`src/rtl/cmd_interp_fsm.sv`:
```
// Command-interpreter FSM for the two-operand calculator.
// Sequences key entry: two-digit A, operator, two-digit B, '='.
// Optional macro CMD_INTERP_CHAIN_EN: an operator key in RESULT starts a chained
// operation that reuses the result as operand A.
module cmd_interp_fsm (
    input  logic       clk,
    input  logic       rst,
    input  logic       got_dig,
    input  logic       got_op,
    input  logic       got_eq,
    input  logic       got_esc,
    output logic       load_A1,
    output logic       load_A2,
    output logic       load_B1,
    output logic       load_B2,
    output logic       load_cmd,
    output logic       rdy,
    output logic [2:0] state_out
);

    localparam int unsigned STATE_W = 3;

    typedef enum logic [STATE_W-1:0] {
        IDLE    = 3'd0,
        WAIT_A2 = 3'd1,
        WAIT_OP = 3'd2,
        WAIT_B1 = 3'd3,
        WAIT_B2 = 3'd4,
        WAIT_EQ = 3'd5,
        RESULT  = 3'd6
    } state_t;

    state_t state_q;
    state_t state_d;

    // State register with synchronous reset to IDLE
    always_ff @(posedge clk) begin
        if (rst) begin
            state_q <= IDLE;
        end else begin
            state_q <= state_d;
        end
    end

    // Next-state, Mealy load strobes and Moore rdy
    always_comb begin
        state_d  = state_q;
        load_A1  = 1'b0;
        load_A2  = 1'b0;
        load_B1  = 1'b0;
        load_B2  = 1'b0;
        load_cmd = 1'b0;
        rdy      = 1'b0;

        if (state_q == RESULT) begin
            rdy = 1'b1;
        end

        if (got_esc) begin
            // Escape wins over every other key and issues no load
            state_d = IDLE;
        end else begin
            case (state_q)
                IDLE: begin
                    if (got_dig) begin
                        load_A1 = 1'b1;
                        state_d = WAIT_A2;
                    end
                end
                WAIT_A2: begin
                    if (got_dig) begin
                        load_A2 = 1'b1;
                        state_d = WAIT_OP;
                    end
                end
                WAIT_OP: begin
                    if (got_op) begin
                        load_cmd = 1'b1;
                        state_d  = WAIT_B1;
                    end
                end
                WAIT_B1: begin
                    if (got_dig) begin
                        load_B1 = 1'b1;
                        state_d = WAIT_B2;
                    end
                end
                WAIT_B2: begin
                    if (got_dig) begin
                        load_B2 = 1'b1;
                        state_d = WAIT_EQ;
                    end
                end
                WAIT_EQ: begin
                    if (got_eq) begin
                        state_d = RESULT;
                    end
                end
                RESULT: begin
                    if (got_dig) begin
                        // New digit starts a fresh calculation
                        load_A1 = 1'b1;
                        state_d = WAIT_A2;
                    end
`ifdef CMD_INTERP_CHAIN_EN
                    else if (got_op) begin
                        // Chained operation: result stays as operand A
                        load_cmd = 1'b1;
                        state_d  = WAIT_B1;
                    end
`endif
                end
                default: begin
                    // Illegal code: recover to IDLE, all outputs quiet
                    state_d = IDLE;
                end
            endcase
        end

        // Loads are suppressed while reset is asserted
        if (rst) begin
            load_A1  = 1'b0;
            load_A2  = 1'b0;
            load_B1  = 1'b0;
            load_B2  = 1'b0;
            load_cmd = 1'b0;
        end
    end

    assign state_out = STATE_W'(state_q);

endmodule

```
`config.mk`:
```
export PLATFORM = sky130hd
export DESIGN_NAME = cmd_interp_fsm
export DESIGN_NICKNAME = d
export VERILOG_FILES = /design/src/rtl/cmd_interp_fsm.sv
export SDC_FILE = /design/constraint.sdc
export NUM_CORES = 1
export LEC_CHECK = 0
export ABC_CLOCK_PERIOD_IN_PS = 1100
export BUFFER_PORTS_ARGS = -buffer_cell sky130_fd_sc_hd__buf_2
export CELL_PAD_IN_SITES_DETAIL_PLACEMENT = 1
export CELL_PAD_IN_SITES_GLOBAL_PLACEMENT = 1
export CORE_AREA = 2 2 39 41
export DETAILED_ROUTE_END_ITERATION = 10
export DIE_AREA = 0 0 41 43
export GPL_ROUTABILITY_DRIVEN = 0
export PLACE_DENSITY_LB_ADDON = 0.1
export RECOVER_POWER = 50
export SLEW_MARGIN = 20
export SYNTH_ARGS = -nofsm -noshare
export SYNTH_HDL_FRONTEND = slang
export SYNTH_SLANG_ARGS = --single-unit
```
`constraint.sdc`:
```
create_clock -name clk -period 1.1 [get_ports clk]
set_input_delay 0.22 -clock clk [delete_from_list [all_inputs] [get_ports clk]]
set_output_delay 0.22 -clock clk [all_outputs]
set_load 0.02 [all_outputs]
```
==> flow_summary.toml, run 1 <==
[status]
outcome = "finished, violations left"
violations = "negative setup slack"

[floorplanning]
core_area_um2 = 1380
io_pins = 15
fp.dieW_um = 41
fp.dieArea_um2 = 1760
die_h_um = 43
initial_utilization = 0.191
fp-row-count = 14

[pwr]
power_switching_mw = 0.115
p_clk_frac = 0.509
power.internal_mw = 0.282
swShare = 0.290
vdd_drop_max_mv = 0.344
p_leak_nw = 0.227
power_density_nw_per_um2 = 719
pwr-share-seq = 0.280
pwr-share-comb = 0.211
fin_total_pwr_mw = 0.398

[worst_setup_path]
cpPeakStageDelay_ns = 0.38
slowest_stage = "dfxtp_4"
end_kind = "primary output"
r2r_slack_ns = 0
reg2reg_from = "state_out[1]"
cp-start-kind = "register"
reg2reg_to = "state_out[0]"
critPathMaxFanout = 6
critPathKind = "reg -> out"
worst_ep_arrival_time_ns = 1.11
cp_top_family = "flip-flops"
reg2reg_depth = 4
worstPathCellList = "xor2_2, nor3_4, buf_6"
cp_num_buf_inv = 1
cp.required_ns = 0.88
startpoint = "state_out[1]"

[yosys]
synth_area_um2 = 264
ys_ff_latch = 3
ys_seq_area_frac = 0.227
ys_types = 20
syn-num-nets = 41
yosysWarnings = 0
netlist_instances = 35
avgSynthCellArea_um2 = 7.54

[route]
finalWirelength_um = 978
routed_via_density = 4.80
drt_iter0_drc = 1
detail_route.wl_per_cell_um = 13.0
antenna_left = 0
num_vias = 360
drc_errors = 0
drt-pass1-iter-count = 4

[clocking]
clk_latency_ns = 0.24
ctsLongestPathBuffers = 2
cts_tree = "done"
cts.clk_slew.worst_paths_ns = 0.04
cts.htree.levels = 1
cts_buffers = 3
numClockSinks = 3
cts-root-buf = "clkbuf_4"

[global_routing]
antenna_found_initial = 0
grt_pass1_wl_um = 1640
grt_pass1_vias = 361
grt_max_degree = 8
grt_overflow = 0
grt_usage = 0.147

[layout]
antennaDiodeCount = 0
fin_util = 0.400
largest_register_ffs = 3
fillers = 170
final_cell_mix = "9 x buf_4, 7 x buf_2, 5 x buf_6, 4 x a21oi_1"
fin_nets = 66
final_common_cell = "buf_4"
drive_gt1_frac = 0.746
area_growth_syn_to_layout_pct = 109

[sta]
fin_crit_ns = 1.33
hold_viol = 0
relSlewSlack = 0.872
period_share = 1.21
rsz0062_at_grt = "true"
slew_viol_final = 0
setup_viol = 7
whs_ns = 0.272
worst_pin_slew_ns = 0.192
setup_tns_ns = -1.14
setup_ws_ns = -0.230
timing.fmax_ghz = 0.752
skew_ns = 0.00844

[flow_run]
drv_cap = 0

[placement]
detailed_place_hpwl_um = 727
port-buffer-count = 14
post-place-ws_ns = -0.195

[min_path]
worstHoldStart = "got_esc"
holdPathEnd = "state_out[0]"
min_path_cells = 3
hp-class = "in -> reg"
==> synthesized netlist by cell type <==
master	count	area (um2)
o31a_1	1	8.76
nand3_1	1	5.00
mux2_4	1	15.0
or2_2	1	6.26
a211oi_2	1	12.5
buf_6	1	11.3
inv_2	1	3.75
o21ai_0	1	5.00
nand2b_1	3	18.8
nor4_1	1	6.26
nor4b_2	1	15.0
nand3b_1	1	7.51
nor2_1	5	18.8
nor3_1	2	10.0
a21oi_2	1	8.76
nand2_1	4	15.0
dfxtp_1	3	60.1
xor2_1	1	8.76
a21oi_1	4	20.0
clkbuf_4	1	7.51
==> logic make-up after synthesis <==
group	Yosys count	share of synthesized area
buffers and inverters	3	0.0853
multiplexers	1	0.0569
AND/OR/NAND/NOR	19	0.389
XOR/XNOR	1	0.0332
flip-flops	3	0.227
AO/OA/AOI/OAI	8	0.209
==> what timing repair did <==
| action | 4_1_cts | 5_1_grt |
|---|---|---|
| hold endpoints to repair | 0 | 0 |
| hold buffers | 0 | 0 |
| buffers inserted | 3 | 0 |
| gates resized for setup | 9 | 6 |
| cloned | 0 | 0 |
| endpoints found under the setup margin | 6 | 8 |
| pin swaps | 2 | 6 |
==> power by group through the flow <==
stage / sequential, mW / clock (mW) / combinational, mW
6_report: 0.111 / 0.202 / 0.0838
5_1_grt: 0.112 / 0.222 / 0.0898
4_1_cts: 0.111 / 0.213 / 0.0817
3_5_place_dp: 0.113 / 0 / 0.0725
3_3_place_gp: 0.113 / 0 / 0.0715
2_1_floorplan: 0.112 / 0 / 0.0486
==> per-stage QoR <==
step	instances	cell area [um2]
detailed placement	68	449
global route	75	553
finish	75	553
global placement	68	449
floorplan	35	358
CTS	75	524
==> tightest hold or removal path: stages <==
cell	delay [ns]
buf_2	0.08
nor2_1	0.05
o31a_1	0.10
==> worst max-delay path by stage <==
stage	endpoint	slack, ns	cells past startpoint
floorplan	load_A1	-0.08	3
global placement	load_B2	-0.19	4
detailed placement	load_B2	-0.19	4
CTS	load_B2	-0.25	3
global route	load_B2	-0.30	3
finish	load_A1	-0.23	3
==> metal layers <==
layer | track usage | share of wire
met2 | 0.225 | 0.54
met3 | 0.0471 | 0.053
met1 | 0.161 | 0.40
met5 | 0 | 0
met4 | 0.100 | 0.013
==> area by class of cell <==
type                    count  area [um2]  area share
clock buffers               4        26.3      0.0475
inverters                   1        6.26      0.0113
multi-input cells          29         265       0.480
flip-flops and latches      3        71.3       0.129
well taps                  16        20.0      0.0362
repair buffers             22         164       0.296
(Power assumes the default switching activity.)
==> inputs of run 2 (changes only) <==
ABC_AREA = 1   (was default)
==> flow_summary.toml, run 2 <==
[worst_setup_path]
worst_ep_arrival_time_ns = 1.09
end_kind = "primary output"
cpPeakStageDelay_ns = 0.40
slowest_stage = "dfxtp_4"
reg2reg_to = "state_out[0]"
r2r_slack_ns = -0.08
worstPathCellList = "inv_6, buf_6, nor3_4, buf_6"
critPathMaxFanout = 5
critPathKind = "reg -> out"
cp_top_family = "flip-flops"
reg2reg_from = "state_out[1]"
reg2reg_depth = 8
cp-start-kind = "register"
crit_cells = 4
cp.required_ns = 0.88
crit_path_frequent_cell = "buf_6"
cp_num_buf_inv = 3

[min_path]
holdPathEnd = "state_out[0]"
hp-class = "in -> reg"
worstHoldStart = "rst"
min_path_cells = 5

[layout]
antennaDiodeCount = 0
multi_input_area_um2 = 288
final-seq-area_um2 = 71.3
final_cell_mix = "19 x buf_4, 12 x buf_6, 10 x nand2_1, 7 x nor2_2, 5 x buf_2"
drive_gt1_frac = 0.800
fillers = 173
fin_nets = 92
stdcell_area_um2 = 746
finalNonFillerCells = 101
area_growth_syn_to_layout_pct = 157
final_common_cell = "buf_4"
largest_register_ffs = 3

[flow_run]
drv_cap = 0

[pwr]
p_leak_nw = 0.347
vdd_drop_max_mv = 0.482
power_density_nw_per_um2 = 714

[route]
detail_route.wl_per_cell_um = 11.4
drc_errors = 0
routed_via_density = 4.28
drt-pass1-iter-count = 3
num_vias = 432
drt_iter0_drc = 2
finalWirelength_um = 1150
antenna_left = 0

[floorplanning]
die_h_um = 43
fp.dieArea_um2 = 1760
initial_utilization = 0.210
fp-row-count = 14
core_area_um2 = 1380
io_pins = 15
fp.dieW_um = 41

[yosys]
yosysWarnings = 0
yosysTopAreaCell = "dfxtp_1"
synthArstFlopShare = 0
synth_area_leaders = "dfxtp_1 21%, nand2_1 16%, nor2_2 11%"
syn-num-nets = 51
ys_types = 16
synth_edf_count = 0
netlist_instances = 45
ys_ff_latch = 3
yosys-top-cells-count = "12 x nand2_1, 5 x nor2_1, 5 x nor2_2"
avgSynthCellArea_um2 = 6.45
ys_seq_area_frac = 0.207
synthFlopType = "dfxtp_1"
synth_top_cell_area_share = 0.207
synth_area_um2 = 290
yosysMostFrequentCell = "nand2_1"

[global_routing]
grt_overflow = 0
grt_pass1_vias = 433
antenna_found_initial = 0
grt_max_degree = 8
grt_usage = 0.154
grt_pass1_wl_um = 1810

[clocking]
clk_latency_ns = 0.23
cts_tree = "done"
ctsHoldBuffers = 0
cts.htree.levels = 1
cts.clk_slew.worst_paths_ns = 0.04
cts_buffers = 3
cts-root-buf = "clkbuf_4"
ctsLongestPathBuffers = 2
numClockSinks = 3

[sta]
hold_viol = 0
relSlewSlack = 0.875
setup_tns_ns = -1.37
setup_viol = 10
slew_viol_final = 0
setup_ws_ns = -0.214
rsz0062_at_grt = "true"
timing.fmax_ghz = 0.761
skew_ns = 0.00159
fin_crit_ns = 1.31
whs_ns = 0.403
period_share = 1.19
worst_pin_slew_ns = 0.186

[placement]
placed_area_um2 = 556
placed_cells = 91
port-buffer-count = 14
detailed_place_hpwl_um = 867
post-place-ws_ns = -0.111

[status]
violations = "negative setup slack"
outcome = "finished, violations left"
run 2: how the worst max path moves through the flow:
stage | from | endpoint | slack, ns
global placement | rst | load_A2 | -0.07
detailed placement | rst | load_A2 | -0.11
finish | state_out[2] | rdy | -0.21
floorplan | state_out[0] | load_cmd | -0.04
CTS | state_out[2] | rdy | -0.23
global route | state_out[2] | rdy | -0.26
run 2: per-layer routing:
layer  vias up  part of all wire  global-route usage
met5         -                 0                   0
met4         0             0.013              0.0800
met3         2             0.028                   0
met2        11              0.55               0.272
met1       192              0.41               0.174
li1        227                 -                   -
run 2: worst reg2reg max path, delay by kind of cell (launching register included):
kind / cells / cell delay, ns
buffers and inverters: 2 / 0.22
flip-flops: 1 / 0.37
AND/OR/NAND/NOR: 6 / 0.48
run 2: layout make-up:
cell class / instances / share of cell area
Clock buffer: 4 / 0.0352
Inverter: 6 / 0.0436
Multi-Input combinational cell: 35 / 0.386
Sequential cell: 3 / 0.0956
Tap cell: 16 / 0.0268
Timing Repair Buffer: 37 / 0.413
run 2: timing repair:
action	CTS	global route
setup buffers	5	1
resized for setup	31	3
endpoints found under the setup margin	11	11
pin swaps	11	1
run 2: power breakdown:
| part | internal (mW) | switching (mW) |
|---|---|---|
| logic | 0.108 | 0.105 |
| registers | 0.112 | 0.0155 |
| clock network | 0.136 | 0.0554 |
| total | 0.356 | 0.176 |
run 2: per-stage QoR:
stage / util / power (mW)
CTS: 0.526 / 0.541
detailed placement: 0.401 / 0.293
floorplan: - / 0.216
global route: 0.539 / 0.567
finish: 0.539 / 0.533
global placement: 0.401 / 0.291
run 2: cell families after synthesis:
| family | synth area share |
|---|---|
| flip-flops | 0.207 |
| AND/OR/NAND/NOR | 0.642 |
| AO/OA/AOI/OAI | 0.0172 |
| buffers and inverters | 0.134 |
==> inputs of run 3 (changes only) <==
TNS_END_PERCENT = 10   (was default)
==> flow_summary.toml, run 3 (synthesized netlist as in run 2, its figures left out) <==
[clocking]
cts_buffers = 3
post_cts_buffers = 0
cts.htree.levels = 1
ctsHoldBuffers = 0
cts.clk_slew.worst_paths_ns = 0.04
cts_tree = "done"
numClockSinks = 3
ctsLongestPathBuffers = 2
cts-root-buf = "clkbuf_4"
clk_latency_ns = 0.23

[global_routing]
grt_pass1_wl_um = 1680
met3_usage = 0.0314
grt_max_degree = 8
antenna_found_initial = 0
grt_usage = 0.144
grt_pass1_vias = 413
use_met2 = 0.228
grt_busiest_layer = "met2"
use_met1 = 0.161
grt_overflow = 0

[worst_setup_path]
worst_ep_arrival_time_ns = 1.11
slowest_stage = "dfxtp_4"
cpPeakStageDelay_ns = 0.37
cp.required_ns = 0.88
critPathMaxFanout = 5
worstPathCellList = "buf_6, nand3_4, nor4_4, buf_4"
cp-start-kind = "register"
end_kind = "primary output"
critPathKind = "reg -> out"

[route]
drt-pass1-iter-count = 5
antenna_left = 0
routed_via_density = 4.46
finalWirelength_um = 1120
detail_route.wl_per_cell_um = 12.1
num_vias = 410
drc_errors = 0
drt_iter0_drc = 9

[layout]
final_common_cell = "buf_4"
largest_register_ffs = 3
fin_nets = 83
antennaDiodeCount = 0
fillers = 178
final_cell_mix = "14 x buf_4, 10 x nand2_1, 8 x buf_6, 6 x buf_2, 5 x nor2_2"
area_growth_syn_to_layout_pct = 121
finalNonFillerCells = 92
drive_gt1_frac = 0.737

[floorplanning]
fp-row-count = 14
die_h_um = 43
fp.dieW_um = 41
io_pins = 15
initial_utilization = 0.210
fp.dieArea_um2 = 1760
core_area_um2 = 1380

[status]
violations = "negative setup slack"
outcome = "finished, violations left"

[placement]
placed_cells = 88
detailed_place_hpwl_um = 846
port-buffer-count = 14

[sta]
whs_ns = 0.390
fin_crit_ns = 1.33
period_share = 1.21
setup_viol = 7
slew_viol_final = 0
setup_ws_ns = -0.231
relSlewSlack = 0.766
worst_pin_slew_ns = 0.350
timing.fmax_ghz = 0.751
skew_ns = 0.00311
hold_viol = 0
rsz0062_at_grt = "true"

[pwr]
vdd_drop_max_mv = 0.338
p_leak_nw = 0.299
power_density_nw_per_um2 = 780
fin_total_pwr_mw = 0.500

[min_path]
hp-class = "in -> reg"

[flow_run]
drv_cap = 0
-- run 3: changes by cell type in the layout (fill, tap and decap cells not counted), sizes merged --
cell / before / now
clkbuf: 5 / 4
buf: 36 / 28
-- run 3: per-stage QoR --
step	TNS (ns)	worst slack, ns	utilization	instance area (um2)
5_1_grt	-1.59	-0.279	0.464	642
2_1_floorplan	-0.153	-0.0460	-	347
4_1_cts	-1.18	-0.228	0.464	642
6_report	-1.17	-0.231	0.464	642
3_3_place_gp	-0.476	-0.108	0.383	531
3_5_place_dp	-0.693	-0.179	0.383	531
-- run 3: layout make-up --
| type | count | area [um2] | area share |
|---|---|---|---|
| clock buffer | 4 | 26.3 | 0.0409 |
| sequential | 3 | 71.3 | 0.111 |
| timing repair buffer | 28 | 225 | 0.351 |
| multi-input combinational | 35 | 267 | 0.415 |
| inverter | 6 | 32.5 | 0.0507 |
| tap | 16 | 20.0 | 0.0312 |
-- run 3: worst max-delay path, delay by kind of cell (launching register included) --
family / cells / cell delay, ns
flops: 1 / 0.37
simple gates: 2 / 0.23
buf+inv: 2 / 0.28
-- run 3: final timing paths --
kind | cells after the start | slack [ns] | to | from
setup / recovery | 4 | -0.23 | load_cmd | state_out[1]
hold / removal | 5 | 0.39 | state_out[2] | got_esc
hold reg to reg | 5 | 0.74 | state_out[1] | state_out[1]
setup reg to reg | 8 | -0.01 | state_out[0] | state_out[1]
-- run 3: report_power, final --
part           internal, mW  leakage (nW)  switching, mW
Combinational        0.0837         0.257         0.0951
Sequential            0.112        0.0267         0.0148
Clock                 0.136        0.0150         0.0585
Total                 0.332         0.299          0.168
-- run 3: what timing repair did --
| item | 4_1_cts | 5_1_grt |
|---|---|---|
| endpoints found under the setup margin | 11 | 11 |
| pin swaps | 3 | 0 |
| gates resized for setup | 26 | 0 |
-- run 3: routing by layer --
metal  vias to the layer above  routed length (um)
li1                        205                   -
met1                       188                 439
met2                        15                 614
met3                         2                  48
met4                         0                  11
met5                         -                   0
